File: config.mk
export PLATFORM = sky130hd
export DESIGN_NAME = ucsbece154b_perf_monitor
export DESIGN_NICKNAME = d
export VERILOG_FILES = /design/src/rtl/ucsbece154b_perf_pkg.sv /design/src/rtl/ucsbece154b_perf_ctr.sv /design/src/rtl/ucsbece154b_perf_monitor.sv
export SDC_FILE = /design/constraint.sdc
export NUM_CORES = 1
export LEC_CHECK = 0
export CORE_MARGIN = 3
export CORE_UTILIZATION = 45
export CTS_CLUSTER_DIAMETER = 100
export DETAILED_ROUTE_END_ITERATION = 10
export PLACE_DENSITY = 0.72
export RECOVER_POWER = 25
export SLEW_MARGIN = 20
export SYNTH_ARGS = -nofsm -noshare
export SYNTH_HDL_FRONTEND = slang
export SYNTH_SLANG_ARGS = --single-unit
File: constraint.sdc
create_clock -name clk -period 2.19 [get_ports clk]
set_input_delay 0.219 -clock clk [delete_from_list [all_inputs] [get_ports clk]]
set_output_delay 0.219 -clock clk [all_outputs]
set_load 0.01 [all_outputs]
File: src/rtl/ucsbece154b_perf_pkg.sv
// Shared definitions for the pipeline performance monitor:
// counter indices, counter count and FSM state encoding.
package ucsbece154b_perf_pkg;

    localparam int NUM_CNT    = 7;
    localparam int CNT_CYCLES = 0;
    localparam int CNT_INSTR  = 1;
    localparam int CNT_BRANCH = 2;
    localparam int CNT_BR_MISS = 3;
    localparam int CNT_JUMP   = 4;
    localparam int CNT_J_MISS = 5;
    localparam int CNT_STALL  = 6;
    localparam int RD_OVF     = 7;

    typedef enum logic [1:0] {
        ST_IDLE = 2'd0,
        ST_RUN  = 2'd1,
        ST_DONE = 2'd2
    } state_t;

endpackage

File: src/rtl/ucsbece154b_perf_ctr.sv
// One event counter with wrap or saturate behaviour and a sticky overflow flag.
module ucsbece154b_perf_ctr #(
    parameter int CNT_W    = 32,
    parameter int INC_W    = 2,
    parameter int SATURATE = 0
) (
    input  logic             clk,
    input  logic             reset,
    input  logic             clear,
    input  logic             en,
    input  logic [INC_W-1:0] inc,
    output logic [CNT_W-1:0] count,
    output logic             ovf
);

    // One extra bit catches the carry out of the counter.
    logic [CNT_W:0] sum;
    assign sum = {1'b0, count} + (CNT_W+1)'(inc);

    always_ff @(posedge clk) begin
        if (reset || clear) begin
            count <= '0;
            ovf   <= 1'b0;
        end else if (en) begin
            if (sum[CNT_W]) begin
                ovf   <= 1'b1;
                count <= (SATURATE != 0) ? '1 : sum[CNT_W-1:0];
            end else begin
                count <= sum[CNT_W-1:0];
            end
        end
    end

endmodule

File: src/rtl/ucsbece154b_perf_monitor.sv
// Performance monitor: per-lane event qualification, popcount increments,
// run/done FSM with idle-based end detection, snapshot bank and read port.
module ucsbece154b_perf_monitor
    import ucsbece154b_perf_pkg::*;
#(
    parameter int LANES      = 2,
    parameter int CNT_W      = 32,
    parameter int SATURATE   = 0,
    parameter int IDLE_LIMIT = 16
) (
    input  logic             clk,
    input  logic             reset,
    input  logic [LANES-1:0] valid_i,
    input  logic [LANES-1:0] is_branch_i,
    input  logic [LANES-1:0] is_jump_i,
    input  logic [LANES-1:0] mispredict_i,
    input  logic             stall_i,
    input  logic             done_i,
    input  logic             clear_i,
    input  logic             snapshot_i,
    input  logic [2:0]       rd_sel_i,
    output logic [CNT_W-1:0] rd_data_o,
    output logic [6:0]       ovf_o,
    output logic [1:0]       state_o,
    output logic             done_o
);

    localparam int INC_W = $clog2(LANES + 1);

    function automatic logic [INC_W-1:0] popcnt(input logic [LANES-1:0] v);
        popcnt = '0;
        for (int k = 0; k < LANES; k++) popcnt = popcnt + INC_W'(v[k]);
    endfunction

    state_t state, state_nxt;
    logic [7:0] idle_cnt;
    logic       any_valid, cnt_en, idle_hit;
    logic [LANES-1:0] br, jmp;
    logic [NUM_CNT-1:0][INC_W-1:0] inc;
    logic [NUM_CNT-1:0][CNT_W-1:0] cnt;
    logic [NUM_CNT-1:0][CNT_W-1:0] shadow;
    logic [NUM_CNT-1:0]            ovf;
    logic [CNT_W-1:0]              rd_mux;

    assign any_valid = |valid_i;
    // The IDLE->RUN cycle itself is counted, so enable covers it too.
    assign cnt_en    = (state == ST_RUN) || (state == ST_IDLE && any_valid);
    assign idle_hit  = !any_valid && ((idle_cnt + 8'd1) >= 8'(IDLE_LIMIT));

    assign br  = valid_i & is_branch_i;
    assign jmp = valid_i & is_jump_i & ~is_branch_i;

    assign inc[CNT_CYCLES]  = INC_W'(1);
    assign inc[CNT_INSTR]   = popcnt(valid_i);
    assign inc[CNT_BRANCH]  = popcnt(br);
    assign inc[CNT_BR_MISS] = popcnt(br & mispredict_i);
    assign inc[CNT_JUMP]    = popcnt(jmp);
    assign inc[CNT_J_MISS]  = popcnt(jmp & mispredict_i);
    assign inc[CNT_STALL]   = INC_W'(stall_i);

    for (genvar g = 0; g < NUM_CNT; g++) begin : g_ctr
        ucsbece154b_perf_ctr #(
            .CNT_W    (CNT_W),
            .INC_W    (INC_W),
            .SATURATE (SATURATE)
        ) u_ctr (
            .clk   (clk),
            .reset (reset),
            .clear (clear_i),
            .en    (cnt_en),
            .inc   (inc[g]),
            .count (cnt[g]),
            .ovf   (ovf[g])
        );
    end

    always_ff @(posedge clk) begin
        if (reset) state <= ST_IDLE;
        else       state <= state_nxt;
    end

    always_comb begin
        state_nxt = state;
        if (clear_i) begin
            state_nxt = ST_IDLE;
        end else begin
            case (state)
                ST_IDLE: if (any_valid) state_nxt = ST_RUN;
                ST_RUN:  if (done_i || idle_hit) state_nxt = ST_DONE;
                ST_DONE: state_nxt = ST_DONE;
                default: state_nxt = ST_IDLE;
            endcase
        end
    end

    always_ff @(posedge clk) begin
        if (reset || clear_i) idle_cnt <= '0;
        else if (cnt_en)      idle_cnt <= any_valid ? 8'd0 : idle_cnt + 8'd1;
    end

    // Snapshot wins over clear so a simultaneous clear still captures pre-clear values.
    always_ff @(posedge clk) begin
        if (reset)           shadow <= '0;
        else if (snapshot_i) shadow <= cnt;
        else if (clear_i)    shadow <= '0;
    end

    always_comb begin
        rd_mux = '0;
        if (rd_sel_i == 3'(RD_OVF)) rd_mux = CNT_W'(ovf);
        for (int i = 0; i < NUM_CNT; i++)
            if (rd_sel_i == 3'(i)) rd_mux = shadow[i];
    end

    always_ff @(posedge clk) begin
        if (reset) rd_data_o <= '0;
        else       rd_data_o <= rd_mux;
    end

    assign ovf_o   = ovf;
    assign state_o = state;
    assign done_o  = (state == ST_DONE);

endmodule

== Word-level counts from Yosys, hierarchy flattened ==
Index checks and enable logic that the tools add are counted.
Word-level totals
  flip-flop bits (word level): 497
  output and inout port bits: 42
Cells by class
  add/sub/neg operators: 13
  $lt $le $gt $ge: 1
  eq/ne operators: 11
  multiplexer cells: 14
  bitwise gates (word level): 6
  reductions and logical operators: 19
Operator list (count)
  2-to-1 mux 224 bit: 2
  2-to-1 mux 32 bit: 7
  adder 32 x 2 -> 33 bit: 5
  adder 32 x 1 -> 33 bit: 1
  adder 32 x 1 -> 33 bit (second input constant): 1
  AND reduction 2 bit: 8
  equality test 3 bit (second input constant): 4
  adder 1 x 1 -> 2 bit: 5
  AND 2 bit: 5
  adder 8 x 1 -> 8 bit (second input constant): 1
  greater-or-equal comparator 8 x 5 -> 1 bit (second input constant): 1
  2-to-1 mux 8 bit: 1
  2-to-1 mux 7 bit: 1
  equality test 3 x 2 -> 1 bit (second input constant): 2
  case mux 2 bit (3 select lines): 1
  2-to-1 mux 2 bit: 2
  OR reduction 2 bit: 2
  equality test 3 x 1 -> 1 bit (second input constant): 1
  logical NOT 3 bit: 1
  logical OR 1 bit: 3
  equality test 2 x 1 -> 1 bit (second input constant): 1
  equality test 2 bit (second input constant): 1
  logical AND 1 bit: 2
  logical NOT 2 bit: 1
  5 further kinds: 5

== Logic depth before layout (Yosys ltp) ==
  depth after elaboration: 9
  gate-level depth with buffers: 10
  gate-level depth less buffers: 8

== Modules after synthesis ==
Synthesis repeated with hierarchy kept, for this count alone.
Unflattened totals
  cell total of the unflattened synthesis: 2829
  area, all modules: 23871.6 um^2
By module, submodules not included
  ucsbece154b_perf_monitor: instances 1, cells each 1485, area each 12240.5 um^2, seq. area each 5325.1 um^2
  ucsbece154b_perf_ctr: instances 7, cells each 192, area each 1661.6 um^2, seq. area each 660.6 um^2

== Worst setup path before layout ==
OpenSTA, ideal clock, no wires.
  path type: reg2reg
  start: reg state[0], in the netlist state_o[0]
  end: reg g_ctr[0].u_ctr.count[28]
  library setup time: 70 ps
  arrival: 2184 ps
  slack: -65 ps
  cell stages (with the launch flop): 8
  buffers on the path: 2
  cells stage by stage: dfxtp_1 -> ha_1 -> clkbuf_1 -> o2111ai_1 -> or3_1 -> buf_2 -> or4_1 -> a21oi_1
On the way
  word-level cells in the longest chain between the ends: 3
RTL lines
  start, declared: RTL line ucsbece154b_perf_monitor.sv:35  | state_t state, state_nxt;
  start signal, assigned: RTL line ucsbece154b_perf_monitor.sv:79  | else state <= state_nxt;
  logical NOT 2 bit: RTL line ucsbece154b_perf_monitor.sv:47  | assign cnt_en = (state == ST_RUN) || (state == ST_IDLE && any_valid);
  logical AND 1 bit: RTL line ucsbece154b_perf_monitor.sv:47
  logical OR 1 bit (*): RTL line ucsbece154b_perf_monitor.sv:47
  end signal, assigned: RTL line ucsbece154b_perf_ctr.sv:27  | count <= (SATURATE != 0) ? '1 : sum[CNT_W-1:0];
  end signal, assigned: RTL line ucsbece154b_perf_ctr.sv:29  | count <= sum[CNT_W-1:0];
  end, declared: RTL line ucsbece154b_perf_ctr.sv:12  | output logic [CNT_W-1:0] count,
Every way passes the cells marked *; elsewhere a longest branch is shown, timed or not.
A chain may end at the register's enable or synchronous reset.

== Worst setup path after layout ==
  start: reg g_ctr[1].u_ctr.count[0]
  end: reg g_ctr[1].u_ctr.count[28]
On the way
  word-level cells in the longest chain between the ends: 1
RTL lines
  start, declared: RTL line ucsbece154b_perf_ctr.sv:12
  start signal, assigned: RTL line ucsbece154b_perf_ctr.sv:27
  start signal, assigned: RTL line ucsbece154b_perf_ctr.sv:29
  adder 32 x 2 -> 33 bit: RTL line ucsbece154b_perf_ctr.sv:18  | assign sum = {1'b0, count} + (CNT_W+1)'(inc);
Every way passes these cells.

==> results.tsv <==
metric	value	unit
clk_pin_slew_worst_paths	0.06	ns
synth_fa_ha_area_frac	0.01111	
area_growth	17.53	%
fin_crit	2.179	ns
slew_violations	74	
netlist_area	0.02253	sq mm
synth_common_cells	497 x dfxtp_1, 464 x nor2_1, 335 x a21oi_1	
worstMarginPinSlew	1.641	ns
fin_cells	3478	
maxSlewHeadroom	-0.09432	
critical_path.endpoint_type	flop	
synth_cell_types	66	
postPlaceCellArea	0.02448	sq mm
cts_root_buf	clkbuf_16	
wl_met2	30.08	mm
fin_skew	0.02428	ns
critPathMostFrequentCell	inv_2	
finalNetCount	2808	
max_freq	458.9	MHz
arrival	2.71	ns
grt_max_degree	102	
place.gp.congestion	0.8895	
syn_nets	2756	
seq_area_frac_synth	0.4416	
reg2reg_slack	0.01	ns
critical-path-max-stage-delay	0.57	ns
grt_overflow	0	
top_layer	met5	
yosys.area_share.simple	0.2799	
drive_gt1_frac	0.1240	
htreeDepth	2	
design_area	0.02648	sq mm
wl_met1	27.76	mm
initial_core_util	0.4583	
wl_met3	3.982	mm
wl_per_cell	18.53	microns
critPathMaxFanout	6	
synth_edf_count	0	
num_vias	20320	
dieHeight	229.8	microns
core	0.04915	sq mm
yosys_warnings	0	
ant_nets	0	
vias_per_cell	5.841	
muxShareOfSynthArea	0.01983	
cts_sinks	497	
cp_cell_sequence	inv_2, fa_2, inv_2, ha_4, nand3_4, or4_4, or3_4, a21oi_2	
required	2.72	ns
first_global_vias	19050	
avgSynthCellArea	8.277	sq um
crit_path_start_kind	flop	
antenna_found_initial	3	
synth_largest_area_cell	dfxtp_1	
synth_xor_area_frac	0.05598	
die-area	0.05279	sq mm
drtIter0Drc	1874	
crit_type	reg -> reg	
fillers	4383	
synthArstFlopShare	0	
rows	81	
totalWireLength	64.46	mm
cts_tree	yes	
io_pins	59	
rsz0062_at_grt	yes	
critPathBufInv	2	
die_w	229.8	microns
clk_path_buf_depth	3	
setup_viol	0	
hold_violations	0	
hold_class	in -> reg	
cp_top_family	simple AND/OR/NAND/NOR gates	
ir_worst_vdd	566.0	uV
pre_cts_slack	-0.6895	ns
synth_seq_cells	497	
grt_usage	0.2362	
leakage	8.604	nW
placed_cells	3377	
setup_ws	0.01089	ns
cts_buffers	50	
synth_cells	2722	
synthMostInstantiatedCell	dfxtp_1	
synth_top_cell_area_share	0.4416	
status	complete, but fails checks	
failed_checks	capacitance limit, slew limit	
p_per_area	725.4	mW/mm^2
grt_pass1_wl	102.3	mm
antenna_cells	0	
synth_top_family_by_area	simple AND/OR/NAND/NOR gates	
synth-compound-area-share	0.1425	
synth_area_leaders	dfxtp_1 44%, nor2_1 7.7%, nor3b_1 7.5%	
fin_crit_sh	0.9950	
drc_errors	0	
crit_path_top_delay_cell	or4_4	
numPortBuffers	58	
cap_violations	1	
drtPass1Iterations	5	
hpwl	43.94	mm
insertion_delay	0.60	ns
synthFlopType	dfxtp_1	
## flip-flops by register name, indices dropped and copies added (netlist names)
register,flops
g_ctr.u_ctr.ovf,7
rd_data_o,32
idle_cnt,8
shadow,224
g_ctr.u_ctr.count,224
state_o,2
## metrics by stage
stage / utilization / hold WS (ns) / setup TNS (ns) / power (mW)
finish: 0.5387 / 0.1687 / 0 / 19.21
floorplan: - / 0.4395 / 0 / 9.888
global placement: 0.4981 / 0.4612 / -57.76 / 10.32
CTS: 0.5353 / 0.1385 / -0.02877 / 19.32
detailed placement: 0.4981 / 0.4784 / -64.73 / 10.33
global route: 0.5387 / 0.1920 / -1.087 / 19.74
## power breakdown
group	leakage (nW)	internal, mW	switching (mW)
Sequential	4.01	9.07	0.0193
Combinational	3.73	0.329	0.742
Clock	0.866	5.35	3.69
## kinds of logic after synthesis
| logic type | after synthesis |
|---|---|
| AND/OR/NAND/NOR | 1199 |
| AO/OA/AOI/OAI | 542 |
| flip-flops | 497 |
| buffers and inverters | 284 |
| XOR/XNOR | 144 |
| multiplexers | 39 |
| adder cells (fa/ha/maj) | 17 |
## placed cells by master, fill, tap and decap left out, types with 7 or more instances in the layout
master           Yosys  final
dfxtp_1            497    490
nor2_1             464    462
a21oi_1            335    331
nor3b_1            224    224
buf_4                7    133
xnor2_1            118    118
nand2_1            113    113
nor3_1              84     83
nand3_1             63     62
inv_1               65     60
o21ai_0             56     56
nor4_1              58     50
clkbuf_16            0     50
clkdlybuf4s50_1      0     50
or3_1               51     48
nand4_1             39     39
mux2i_1             30     30
and4_1              30     30
o211ai_1            28     28
a22oi_1             26     26
xor2_1              26     26
o221a_2             25     25
and3_1              20     20
buf_12               0     16
clkbuf_8             0     14
and2_1              12     12
o31ai_1             12     12
clkinv_2             0     11
or4_1               13      9
ha_1                12      9
o22ai_1              8      8
clkbuf_1           194      8
dfxtp_2              0      7
## repair_timing
action,4_1_cts,5_1_grt
hold buffers,1,0
cloned,0,2
gates resized for setup,20,44
pin swaps,7,17
buffers inserted,1,5
endpoints found under the hold margin,17,0
setup endpoints to repair,35,61
## worst register-to-register path: cells and delay by family, from the launching register on
kind                     cells  cell delay (ns)
buffers and inverters        2             0.14
adder cells (fa/ha/maj)      2             0.55
AND/OR/NAND/NOR              3             0.99
flip-flops                   1             0.34
AO/OA/AOI/OAI                1             0.11
## area by class of cell
cell class,instances,area (sq um),share of cell area
clock buffer,70,1456,0.05500
clock inverter,22,285.3,0.01077
inverter,65,244.0,0.009215
multi-input combinational,1942,11740,0.4434
sequential,497,9958,0.3761
tap,664,830.8,0.03138
timing repair buffer,218,1963,0.07414
## per-layer routing
layer  GRT usage  up-vias
met5           0        -
li1            -     9664
met4     0.09489        4
met2      0.3869      697
met3     0.03543      150
met1      0.3139     9801
## path summary, 6_finish.rpt
path / startpoint / end / depth (start not counted)
setup / recovery: g_ctr[1].u_ctr.count[0] / g_ctr[1].u_ctr.count[28] / 8
setup reg to reg: g_ctr[1].u_ctr.count[0] / g_ctr[1].u_ctr.count[28] / 8
hold / removal: valid_i[1] / g_ctr[1].u_ctr.count[0] / 4
hold reg to reg: g_ctr[4].u_ctr.count[1] / g_ctr[4].u_ctr.count[1] / 2
Note: power is estimated with default switching activity, not from simulation.
